**src/rtl/subservient_wb_loader.sv**
```systemverilog
`default_nettype none
// ============================================================================
// Module      : subservient_wb_loader
// Description : Packs an 8-bit valid/ready byte stream into little-endian
//               32-bit words. Each word is written to a Wishbone bus at
//               consecutive word addresses, starting from i_base_adr.
//               A partial final word is written with only the collected byte
//               lanes selected.
// Revision    : 1.0 - initial release
// ----------------------------------------------------------------------------
// Build option: SUBSERVIENT_LOADER_VERIFY_EN
//               When defined, every write is followed by a readback of the
//               same word. A mismatch on any written byte sets the sticky
//               o_err flag.
// ----------------------------------------------------------------------------
// Ports
//   i_clk       in   1      rising-edge clock
//   i_rst_n     in   1      asynchronous active-low reset
//   i_start     in   1      pulse in IDLE that begins a load at i_base_adr
//   i_base_adr  in   aw-2   first word address of the load
//   i_data      in   8      byte-stream data
//   i_valid     in   1      byte-stream valid
//   i_last      in   1      marks the final byte of the stream
//   o_ready     out  1      byte-stream ready (high only while collecting)
//   o_wb_adr    out  aw-2   Wishbone word address
//   o_wb_dat    out  32     Wishbone write data
//   o_wb_sel    out  4      Wishbone byte selects
//   o_wb_we     out  1      Wishbone write enable
//   o_wb_stb    out  1      Wishbone strobe (cycle implied)
//   i_wb_rdt    in   32     Wishbone read data
//   i_wb_ack    in   1      Wishbone acknowledge
//   o_busy      out  1      high whenever the loader is not idle
//   o_done      out  1      one-cycle pulse when the load completes
//   o_err       out  1      sticky readback-mismatch flag
// ============================================================================
module subservient_wb_loader #(
  parameter int aw = 8
) (
  input  logic          i_clk,
  input  logic          i_rst_n,
  input  logic          i_start,
  input  logic [aw-3:0] i_base_adr,
  input  logic [7:0]    i_data,
  input  logic          i_valid,
  input  logic          i_last,
  output logic          o_ready,
  output logic [aw-3:0] o_wb_adr,
  output logic [31:0]   o_wb_dat,
  output logic [3:0]    o_wb_sel,
  output logic          o_wb_we,
  output logic          o_wb_stb,
  input  logic [31:0]   i_wb_rdt,
  input  logic          i_wb_ack,
  output logic          o_busy,
  output logic          o_done,
  output logic          o_err
);

  localparam logic [aw-3:0] c_ADR_ONE = {{(aw-3){1'b0}}, 1'b1};

`ifdef SUBSERVIENT_LOADER_VERIFY_EN
  typedef enum logic [2:0] {
    S_IDLE    = 3'd0,
    S_COLLECT = 3'd1,
    S_WRITE   = 3'd2,
    S_VERIFY  = 3'd3,
    S_DONE    = 3'd4
  } state_t;
`else
  typedef enum logic [2:0] {
    S_IDLE    = 3'd0,
    S_COLLECT = 3'd1,
    S_WRITE   = 3'd2,
    S_DONE    = 3'd4
  } state_t;
`endif

  state_t        r_state;
  state_t        w_next;

  logic [aw-3:0] r_adr;
  logic [31:0]   r_dat;
  logic [3:0]    r_sel;
  logic [1:0]    r_idx;
  logic          r_last;   // current word holds the stream's final byte

  logic          w_start;
  logic          w_accept;
  logic          w_word_done;

  assign w_start  = (r_state == S_IDLE) && i_start;
  assign w_accept = (r_state == S_COLLECT) && i_valid;

  // A word is finished once its final bus transaction has been acknowledged.
  // The acknowledge is only taken into account while the strobe is driven.
`ifdef SUBSERVIENT_LOADER_VERIFY_EN
  assign w_word_done = (r_state == S_VERIFY) && i_wb_ack;
`else
  assign w_word_done = (r_state == S_WRITE) && i_wb_ack;
`endif

  // --------------------------------------------------------------------------
  // State register
  // --------------------------------------------------------------------------
  always_ff @(posedge i_clk or negedge i_rst_n) begin
    if (!i_rst_n) begin
      r_state <= S_IDLE;
    end else begin
      r_state <= w_next;
    end
  end

  // --------------------------------------------------------------------------
  // Next-state logic
  // --------------------------------------------------------------------------
  always_comb begin
    w_next = r_state;
    case (r_state)
      S_IDLE: begin
        if (i_start) w_next = S_COLLECT;
      end
      S_COLLECT: begin
        if (i_valid && ((r_idx == 2'd3) || i_last)) w_next = S_WRITE;
      end
      S_WRITE: begin
        if (i_wb_ack) begin
`ifdef SUBSERVIENT_LOADER_VERIFY_EN
          w_next = S_VERIFY;
`else
          w_next = r_last ? S_DONE : S_COLLECT;
`endif
        end
      end
`ifdef SUBSERVIENT_LOADER_VERIFY_EN
      S_VERIFY: begin
        if (i_wb_ack) w_next = r_last ? S_DONE : S_COLLECT;
      end
`endif
      S_DONE: begin
        w_next = S_IDLE;
      end
      default: begin
        w_next = S_IDLE;
      end
    endcase
  end

  // --------------------------------------------------------------------------
  // Word assembly and address tracking
  // --------------------------------------------------------------------------
  always_ff @(posedge i_clk or negedge i_rst_n) begin
    if (!i_rst_n) begin
      r_adr  <= '0;
      r_dat  <= '0;
      r_sel  <= '0;
      r_idx  <= '0;
      r_last <= 1'b0;
    end else if (w_start) begin
      r_adr  <= i_base_adr;
      r_dat  <= '0;
      r_sel  <= '0;
      r_idx  <= '0;
      r_last <= 1'b0;
    end else if (w_accept) begin
      r_dat[{r_idx, 3'b000} +: 8] <= i_data;
      r_sel[r_idx]                <= 1'b1;
      r_idx                       <= r_idx + 2'd1;
      r_last                      <= i_last;
    end else if (w_word_done) begin
      // Clearing the data keeps unselected lanes of a partial word at zero.
      r_adr <= r_adr + c_ADR_ONE;
      r_dat <= '0;
      r_sel <= '0;
      r_idx <= '0;
    end
  end

  // --------------------------------------------------------------------------
  // Readback check
  // --------------------------------------------------------------------------
`ifdef SUBSERVIENT_LOADER_VERIFY_EN
  logic r_err;
  logic w_mismatch;

  // Only the lanes that were actually written are compared.
  always_comb begin
    w_mismatch = 1'b0;
    for (int n = 0; n < 4; n++) begin
      if (r_sel[n] && (r_dat[8*n +: 8] != i_wb_rdt[8*n +: 8])) w_mismatch = 1'b1;
    end
  end

  always_ff @(posedge i_clk or negedge i_rst_n) begin
    if (!i_rst_n) begin
      r_err <= 1'b0;
    end else if (w_start) begin
      r_err <= 1'b0;
    end else if (w_word_done && w_mismatch) begin
      r_err <= 1'b1;
    end
  end

  assign o_err    = r_err;
  assign o_wb_sel = (r_state == S_VERIFY) ? 4'hf : r_sel;
  assign o_wb_stb = (r_state == S_WRITE) || (r_state == S_VERIFY);
`else
  // Read data has no consumer when readback is not built in.
  logic w_unused_rdt;
  assign w_unused_rdt = ^i_wb_rdt;

  assign o_err    = 1'b0;
  assign o_wb_sel = r_sel;
  assign o_wb_stb = (r_state == S_WRITE);
`endif

  // --------------------------------------------------------------------------
  // Outputs
  // --------------------------------------------------------------------------
  assign o_ready  = (r_state == S_COLLECT);
  assign o_wb_adr = r_adr;
  assign o_wb_dat = r_dat;
  assign o_wb_we  = (r_state == S_WRITE);
  assign o_busy   = (r_state != S_IDLE);
  assign o_done   = (r_state == S_DONE);

endmodule
`default_nettype wire

```
**config.mk**
```make
export PLATFORM = sky130hd
export DESIGN_NAME = subservient_wb_loader
export DESIGN_NICKNAME = d
export VERILOG_FILES = /design/src/rtl/subservient_wb_loader.sv
export SDC_FILE = /design/constraint.sdc
export NUM_CORES = 1
export LEC_CHECK = 0
export ABC_AREA = 0
export BUFFER_PORTS_ARGS = -buffer_cell sky130_fd_sc_hd__buf_2
export CORE_MARGIN = 10
export CORE_UTILIZATION = 46
export DETAILED_ROUTE_END_ITERATION = 12
export GPL_TIMING_DRIVEN = 0
export PLACE_DENSITY = 0.81
export SLEW_MARGIN = 0
export SYNTH_ARGS = -nofsm -noshare
export SYNTH_HDL_FRONTEND = slang
export SYNTH_SLANG_ARGS = --single-unit
```
**constraint.sdc**
```tcl
create_clock -name i_clk -period 2.8 [get_ports i_clk]
set_clock_uncertainty 0.2 [all_clocks]
set_input_delay 0.28 -clock i_clk [delete_from_list [all_inputs] [get_ports i_clk]]
set_output_delay 0.28 -clock i_clk [all_outputs]
set_load 0.005 [all_outputs]
```
==> summary.md <==
| Metric | Value |
|---|---|
| Relative slew margins | `between 20 and 30%` |
| Die area | `slightly below 0.008 mm^2` |
| Synth warn | `0` |
| Hold Buf Count CTS | `1` |
| Clock power share | `between 10% and 20%` |
| Fin cells | `~310` |
| Async set-reset flop share out of synthesis | `100.0%` |
| Area contributors post-synth | `dfrtp_1, a32o_1, a22o_1` |
| Largest net degree at the start of global routing | `49` |
| Synth top area share | `a little over half` |
| Yosys reg bits | `48` |
| Final min period | `2.266 ns` |
| Critical Path End Type | `flop` |
| Outcome | `finished clean` |
| Row Count | `25` |
| Worst reg2reg path depth | `4` |
| Slowest CP cell | `nor3_1` |
| R2r setup slk | `roughly 0.53 ns` |
| Area leader, netlist | `dfrtp_1` |
| Critical path, cell by cell | `inv_1 > ha_1 > nor3_1 > a32o_1` |
| Worst Hold Class | `in -> reg` |
| Mean Syn Cell Area | `12.28 um^2` |
| Clock Tree Root | `clkbuf_8` |
| Top delay family on crit path | `simple AND/OR/NAND/NOR gates` |
| Fmax achieved | `441.4 MHz` |
| Register area share after synthesis | `a little over half` |
| Final hold vios | `0` |
| Number of DRC markers in iteration 0 | `between 100 and 150` |
| Die width | `between 80 and 90 um` |
| Gr usage total | `approximately 14%` |
| Final Slew Violations | `0` |
| CTS Buf Count | `5` |
| Critical Path Max Stage Delay | `~0.70 ns` |
| Worst r2r src | `r_idx[0]` |
| Fraction of layout cells with a size suffix above 1 | `approximately 37%` |
| H-tree depth | `2` |
| Core Area | `~0.0047 mm^2` |
| Port bufs | `66` |
| Fin Setup TNS | `0 ns` |
| Post-synth EDFFs | `0` |
| Cell Int Power | `roughly 1.4 mW` |
| Max Cap Viol | `0` |
| Cells after Synth | `~180` |
| DRC | `0` |
| Kind of critical path | `reg -> reg` |
| Ys flop type | `dfrtp_1` |
| Setup Fix Bufs, Post-CTS | `0` |
| Area delta synth->final | `22.38%` |
| CP Launch Point | `r_idx[0]` |
| Peak supply drop | `roughly 0.00036 V` |
| Layout Nets | `around 310` |
| IO Pins | `100` |
| Switching Power | `roughly 0.89 mW` |
| Fin Hold WS | `about 0.0068 ns` |
| WP data required | `between 2 and 3 ns` |
| Inst Count DP | `298` |
| Period utilisation layout | `slightly above 80%` |
| Core Util, Final | `57.40%` |
| Diode count | `0` |
| Actual slew at the worst max-slew pin | `~1.1 ns` |
| GR Overflow Total | `0` |
| Vias in the first global route | `approximately 1700` |
| Syn_nets | `~240` |
| Critical path destination | `o_wb_dat[28]` |
| Crit. path cell count | `4` |
| Dpl hpwl | `just under 4000 um` |
| Vias | `1700` |
| PwrDens | `approximately 860 mW/mm^2` |
| Initial Util | `46.90%` |
| Post-DRT Antenna Nets | `0` |
| Leakage | `1.386 nW` |
| DRT Pass-1 Iters | `4` |
| Die Span Y | `88.94 um` |
| CP max FO | `8` |
| Synthesized area | `about 0.0022 mm^2` |
| Clk slew on worst S/H paths | `approximately 0.080 ns` |
| Buf+Inv Stages, Crit Path | `1` |
| Comb power frac | `40.7%` |
| Total power | `approximately 2.3 mW` |
| Worst setup SP type | `flop` |
| Switching share of power | `around two fifths` |
| Total Routed Length | `around 5400 um` |
| Avg WL per Cell | `around 18 um` |
| Antenna violations before repair | `0` |
| Clock sink count | `48` |
| R2r endpoint | `o_wb_dat[28]` |
| Worst skew pair latency | `roughly 0.30 ns` |
| RSZ-0062 raised after global routing | `no` |
| Setup-failing EPs final | `0` |
| Gpl congestion | `between 0.7 and 0.8` |
| Drt via density | `5.556` |
| First-pass GRT wire length | `between 8000 and 9000 um` |
| Sequential share of power | `a little over two fifths` |
| Unique cell type count in the Yosys netlist | `about 40` |
| Worst Path Arrival | `2.30 ns` |
| Post-CTS Resized | `0` |
| Max clock buf depth | `2` |
| TritonCTS clock tree | `yes` |
-- worst register-to-register path, cell delays in order, from the launching register on --
cell and delay [ns]:
dfrtp_1 0.47, inv_1 0.18, ha_1 0.37, nor3_1 0.70, a32o_1 0.28
-- final cells by class --
class / instances / area, um^2
repair buffers: 67 / 340.3
plain buffers: 13 / 90.09
inverters: 2 / 7.507
fillers: 400 / 1986
clock inverters: 2 / 12.51
multi-input cells: 115 / 887.1
flip-flops and latches: 48 / 1201
well taps: 54 / 67.56
clock buffers: 5 / 68.82
-- cells by family after synthesis --
group | synth area share (%)
AOI/OAI and AO/OA | 21.75
DFF | 54.95
and+or+nand+nor | 12.59
buffers and inverters | 4.464
adders and majority gates | 5.152
muxes | 0.9159
other | 0.1716
-- cell usage after synthesis, drive strengths merged, types with 3 or more instances --
| cell | instances |
|---|---|
| nor2 | 12 |
| buf | 12 |
| o21ai | 7 |
| nand2 | 7 |
| nor3b | 3 |
| dfrtp | 48 |
| a22o | 16 |
| a32o | 16 |
| a21oi | 11 |
| ha | 9 |
-- stage by stage --
stage	worst slack, ns	cell area, um^2
after floorplan	0.8797	2186
after global placement	0.5720	2584
after detailed placement	0.5767	2584
after CTS	0.5186	2675
after global routing	0.3307	2675
final	0.5343	2675
-- cell usage in the layout, fill, tap and decap left out, types with 3 or more instances in the layout --
cell type and instances:
a21oi_2 3, nor3b_1 3, buf_4 6, a21oi_1 8
nand2_1 7, a22o_1 16, a32o_1 16, ha_1 9
dfrtp_1 48, clkbuf_8 5, o21ai_0 7, buf_2 69
nor2_1 10
-- metal layers --
layer	vias up	global-route usage (%)	share of wire, %
li1	819	-	-
met1	837	16.98	44
met3	5	4.284	5.1
met5	-	0	0
met4	0	5.636	0.68
met2	39	21.28	50
-- registers in the layout, summed over array words and instances, names as in the netlist --
| signal | count |
|---|---|
| r_idx | 2 |
| o_wb_adr | 6 |
| o_wb_sel | 4 |
| r_state | 3 |
| o_wb_dat | 32 |
| r_last | 1 |
-- worst min-delay path by stage --
stage,slack [ns],startpoint,depth (start not counted),to
floorplan,-0.22,i_rst_n,0,o_wb_adr[0]
global placement,0.27,o_wb_dat[1],1,o_wb_dat[1]
detailed placement,0.28,o_wb_dat[25],1,o_wb_dat[25]
CTS,0.003,i_base_adr[0],3,o_wb_adr[0]
global route,0.02,i_base_adr[0],3,o_wb_adr[0]
finish,0.007,i_base_adr[0],3,o_wb_adr[0]
-- power by group through the flow --
stage	clock network [mW]	registers, mW	logic, mW
2_1_floorplan	0	0.978	0.611
3_3_place_gp	0	0.979	0.921
3_5_place_dp	0	0.983	0.948
4_1_cts	0.407	0.970	0.956
5_1_grt	0.435	0.997	1.07
6_report	0.398	0.972	0.942
No activity file was read; power rests on OpenSTA's default activity.
